[config.mk]
export PLATFORM = sky130hd
export DESIGN_NAME = s1_sequencer
export DESIGN_NICKNAME = d
export VERILOG_FILES = /design/src/rtl/s1_sequencer.sv
export SDC_FILE = /design/constraint.sdc
export NUM_CORES = 1
export LEC_CHECK = 0
export ABC_CLOCK_PERIOD_IN_PS = 1600
export CAP_MARGIN = 20
export CORE_MARGIN = 5
export CORE_UTILIZATION = 45
export CTS_CLUSTER_DIAMETER = 80
export DETAILED_ROUTE_END_ITERATION = 16
export PLACE_DENSITY = 0.84
export SYNTH_ARGS = -nofsm -noshare
export SYNTH_HDL_FRONTEND = slang
export SYNTH_SLANG_ARGS = --single-unit
[constraint.sdc]
create_clock -name clk -period 1.6 [get_ports clk]
set_input_delay 0.24 -clock clk [delete_from_list [all_inputs] [get_ports clk]]
set_output_delay 0.24 -clock clk [all_outputs]
set_load 0.005 [all_outputs]
[src/rtl/s1_sequencer.sv]
// S1 core multi-cycle control sequencer: phase stepping,
// shared memory port arbitration and one-cycle datapath strobes.
module s1_sequencer #(
   parameter int MEM_TIMEOUT = 64,
   parameter int CNT_W       = 16
) (
   input  logic             clk,
   input  logic             rst_n,
   input  logic [2:0]       fetch_opcode,
   input  logic             mem_ack,
   input  logic             branch_taken,
   output logic [2:0]       opcode,
   output logic             mem_req,
   output logic             mem_we,
   output logic             addr_sel,
   output logic             ir_we,
   output logic             mdr_we,
   output logic             rf_we,
   output logic             pc_inc,
   output logic             pc_load,
   output logic             retire,
   output logic [CNT_W-1:0] retired_cnt,
   output logic             bus_err
);

   typedef enum logic [2:0] {
      S_IDLE,
      S_FETCH,
      S_DECODE,
      S_EXEC,
      S_MEM,
      S_WB,
      S_HALT
   } state_t;

   localparam logic [2:0] OP_STORE = 3'd3;
   localparam logic [2:0] OP_LOAD  = 3'd4;
   localparam logic [2:0] OP_JAL   = 3'd5;
   localparam logic [2:0] OP_JALR  = 3'd6;
   localparam logic [2:0] OP_CJMP  = 3'd7;

   localparam int WW = (MEM_TIMEOUT > 2) ? $clog2(MEM_TIMEOUT) : 1;
   localparam logic [WW-1:0] WLAST =
      WW'((MEM_TIMEOUT > 0) ? MEM_TIMEOUT - 1 : 0);
   localparam logic WD_EN = (MEM_TIMEOUT != 0);

   state_t        state;
   state_t        state_n;
   logic [WW-1:0] wcnt;
   logic          timeout;
   logic          is_mem;
   logic          is_jmp;

   assign is_mem  = (opcode == OP_STORE) || (opcode == OP_LOAD);
   assign is_jmp  = (opcode == OP_JAL) || (opcode == OP_JALR);
   // A same-cycle ack always beats the watchdog.
   assign timeout = WD_EN && mem_req && !mem_ack && (wcnt == WLAST);

   always_comb begin
      state_n  = state;
      mem_req  = 1'b0;
      mem_we   = 1'b0;
      addr_sel = 1'b0;
      ir_we    = 1'b0;
      mdr_we   = 1'b0;
      rf_we    = 1'b0;
      pc_inc   = 1'b0;
      pc_load  = 1'b0;
      retire   = 1'b0;
      unique case (state)
         S_IDLE: state_n = S_FETCH;
         S_FETCH: begin
            mem_req = 1'b1;
            ir_we   = mem_ack;
            if (mem_ack) state_n = S_DECODE;
         end
         S_DECODE: state_n = S_EXEC;
         S_EXEC: begin
            if (opcode == OP_CJMP) begin
               pc_load = branch_taken;
               pc_inc  = !branch_taken;
               retire  = 1'b1;
               state_n = S_FETCH;
            end else if (is_mem) begin
               state_n = S_MEM;
            end else begin
               state_n = S_WB;
            end
         end
         S_MEM: begin
            mem_req  = 1'b1;
            addr_sel = 1'b1;
            mem_we   = (opcode == OP_STORE);
            if (mem_ack) begin
               if (opcode == OP_STORE) begin
                  pc_inc  = 1'b1;
                  retire  = 1'b1;
                  state_n = S_FETCH;
               end else begin
                  mdr_we  = 1'b1;
                  state_n = S_WB;
               end
            end
         end
         S_WB: begin
            rf_we   = 1'b1;
            retire  = 1'b1;
            pc_load = is_jmp;
            pc_inc  = !is_jmp;
            state_n = S_FETCH;
         end
         S_HALT: state_n = S_HALT;
         default: state_n = S_IDLE;
      endcase
      if (timeout) state_n = S_HALT;
   end

   always_ff @(posedge clk) begin
      if (!rst_n) begin
         state       <= S_IDLE;
         opcode      <= 3'd0;
         retired_cnt <= '0;
         bus_err     <= 1'b0;
         wcnt        <= '0;
      end else begin
         state <= state_n;
         if (state == S_FETCH && mem_ack) opcode <= fetch_opcode;
         if (retire) retired_cnt <= retired_cnt + CNT_W'(1);
         if (timeout) bus_err <= 1'b1;
         // Idle states hold the count at zero, so each
         // FETCH or MEM visit starts counting from zero.
         if (mem_req && !mem_ack) wcnt <= wcnt + WW'(1);
         else wcnt <= '0;
      end
   end

endmodule
==> metrics.md <==
| Metric | Value |
|---|---|
| Antenna diodes | 0 |
| Failing checks | setup timing |
| Number of fill cells | 247 |
| Die Span Y | 69.5 µm |
| Critical path cell sequence | buf_6 > and4b_2 > o21ai_2 > buf_4 > nand2_2 > buf_6 |
| # DRC | 0 |
| CTS max path bufs | 2 |
| Ys Warns | 0 |
| Syn_area_per_cell | 8.65 µm² |
| Number of synthesized flops with an enable pin | 0 |
| Final wirelength | 4610 µm |
| Combinational Power Share | 17.2% |
| IO Port Bufs | 35 |
| Largest net degree at the start of global routing | 31 |
| FP Rows | 21 |
| CTS tree | yes |
| LEAKAGE | 0.986 nW |
| Gate Count Post-Synth | 184 |
| Core area | 3390 µm² |
| Die width | 69.5 µm |
| Post-route design area | 2550 µm² |
| Crit start category | flip-flop |
| Initial Util | 47.0% |
| Minimum clock period | 1750 ps |
| P&R area growth vs syn | 60.4% |
| Crit Path Class | flip-flop to output port |
| CP most frequent cell | buf_6 |
| Final ANT Viol Nets | 0 |
| Worst path slowest cell | dfxtp_4 |
| IO Count | 36 |
| Hold crit path type | flip-flop to flip-flop |
| Footprint of the multi-input gates | 1100 µm² |
| Register share of total power | 52.4% |
| Cell area after synthesis | 1590 µm² |
| Prevailing post-synth register cell | dfxtp_1 |
| Top-count cell post-synth | dfxtp_1 |
| Yosys cell types | 44 |
| Async set-reset flop share out of synthesis | 0% |
| All-Layer GR Usage | 18.1% |
| Non-Filler Instances | 309 |
| Final setup fails | 10 |
| Initial antenna violation count | 0 |
| Clk sinks | 29 |
| Internal cell power | 0.00103 W |
| Drt via density | 5.30 |
| Seq/Total Area, Yosys | 36.5% |
| Critical Path RT | 1360 ps |
| Synth area leaders | dfxtp_1, mux2i_1, nand2_1, nand2b_1, nor2_1 |
| Final WS setup | -151 ps |
| Switching pwr | 0.000386 W |
| Worst VDD drop | 399 µV |
| Yosys top cell area share | 36.5% |
| Worst Path Buf+Inv | 3 |
| Number of global-route vias before repair | 1627 |
| Sw Ratio | 27.2% |
| Commonest cells in the netlist | dfxtp_1, nand2_1, mux2i_1, nor2_1, nand2b_1 |
| GRT overflow | 0 |
| First drt pass iteration count | 4 |
| Worst rel slew slack | 69.8% |
| First-pass GRT wire length | 7160 µm |
| Fin util | 75.3% |
| Worst-Margin Slew | 452 ps |
| Arrival time worst endpoint | 1510 ps |
| Slew Viols, Final | 0 |
| F_max | 0.571 GHz |
| CTS Hold Bufs | 0 |
| Placement Cell Area | 2240 µm² |
| H-tree levels | 2 |
| CP endpoint kind | output port |
| Die area | 4830 µm² |
| Design Power | 0.00142 W |
| Fraction of layout cells with a size suffix above 1 | 35.4% |
| Flops & latches, synth | 29 |
| Post-Syn Nets | 193 |
| Max_cap viols | 0 |
| CP max FO | 5 |
| Crit-path leading delay family | flip-flops |
| Final net count | 271 |
| Later-pin clock latency in the skew report | 340 ps |
| Iteration-0 DRC Markers | 85 |
| Clock Skews | 16.5 ps |
| Routability cong. | 0.778 |
| Cts bufs inserted | 5 |
| Reg clk slew, reported paths | 100 ps |
| Wire per inst | 14.9 µm |
| Yosys top cell by area | dfxtp_1 |
| Overall via count from detail_route | 1638 |
| Fin. Hold Viols | 0 |
| DP Cell Count | 292 |
| Root Driver | clkbuf_4 |
| Status | finished with violations |
| Reg area | 597 µm² |
| CP peak stage delay | 370 ps |
| DP Worst Slack | -395 ps |
| Final Cycle Share | 109% |
| PD cells | 556 nW/µm² |
| Clock Power Share | 30.4% |
| Unrepaired setup endpoints after global routing | yes |
| Post-DP HPWL | 2940 µm |
kinds of logic (layout without fill, tap and decap cells):
kind of cell	Yosys count	in the layout	share of synthesized area (%)
adders and majority gates	2	2	1.57
and+or+nand+nor	78	78	25.9
xor gates and xnor gates	6	6	3.30
muxes	14	14	8.80
DFF	29	29	36.5
AOI/OAI and AO/OA	39	39	19.3
buffers and inverters	16	95	4.72
area by class of cell:
cell class,count,share of cell area [%]
multi-input combinational,139,42.9
timing repair buffer,81,28.5
sequential,29,23.4
tap,46,2.25
clock buffer,6,1.62
inverter,6,0.882
clock inverter,2,0.392
power by group through the flow:
stage          clock network, W   logic, W  registers, W
6_report               0.000431   0.000245      0.000744
5_1_grt                0.000468   0.000260      0.000747
4_1_cts                0.000427   0.000214      0.000745
3_5_place_dp                  0   0.000198      0.000759
3_3_place_gp                  0   0.000195      0.000759
2_1_floorplan                 0  0.0000891      0.000760
per-stage QoR:
stage | setup TNS (ps) | hold slack [ps]
6_report | -477 | 477
5_1_grt | -1380 | 497
4_1_cts | -378 | 480
3_5_place_dp | -4760 | 461
3_3_place_gp | -4360 | 432
2_1_floorplan | 0 | 379
routing by layer:
layer | up-vias | routed length (µm) | GRT usage, % | share of wire [%]
met3 | 8 | 201 | 5.36 | 4.4
met2 | 40 | 2480 | 33.7 | 54
li1 | 810 | - | - | -
met5 | - | 0 | 0 | 0
met4 | 0 | 79 | 6.29 | 1.7
met1 | 780 | 1850 | 19.0 | 40
cells in the final DEF, fill, tap and decap left out, types with 4 or more instances in the layout:
| cell type | Yosys | final |
|---|---|---|
| clkbuf_4 | 0 | 5 |
| and3_1 | 6 | 4 |
| dfxtp_1 | 29 | 22 |
| inv_1 | 6 | 5 |
| mux2i_1 | 14 | 14 |
| o21a_1 | 4 | 4 |
| nand2b_1 | 11 | 10 |
| clkdlybuf4s50_1 | 0 | 25 |
| buf_4 | 1 | 36 |
| a21oi_1 | 9 | 6 |
| nor2_1 | 14 | 12 |
| buf_6 | 1 | 9 |
| dfxtp_2 | 0 | 4 |
| nand2_1 | 22 | 21 |
| nor3_1 | 4 | 4 |
| nand3_1 | 9 | 8 |
flip-flops by register name, summed over array words and instances (netlist names):
| signal | flops |
|---|---|
| state | 3 |
| bus_err | 1 |
| wcnt | 6 |
| opcode | 3 |
| retired_cnt | 16 |
final timing paths:
path | start | cells past startpoint | endpoint | slack [ps]
worst max-delay path | opcode[1]$_SDFFE_PN0P_ | 6 | retire | -150
worst min-delay path | bus_err$_SDFFE_PN0P_ | 1 | bus_err$_SDFFE_PN0P_ | 480
worst max register to register | opcode[1]$_SDFFE_PN0P_ | 7 | retired_cnt[11]$_SDFFE_PN0P_ | -50
worst min register to register | bus_err$_SDFFE_PN0P_ | 1 | bus_err$_SDFFE_PN0P_ | 480
what timing repair did:
action | CTS | global route
resized for setup | 51 | 26
setup buffers | 5 | 5
setup endpoints to repair | 18 | 23
cloned | 0 | 0
pin swaps | 9 | 10
Power figures use the tool's default switching activity.
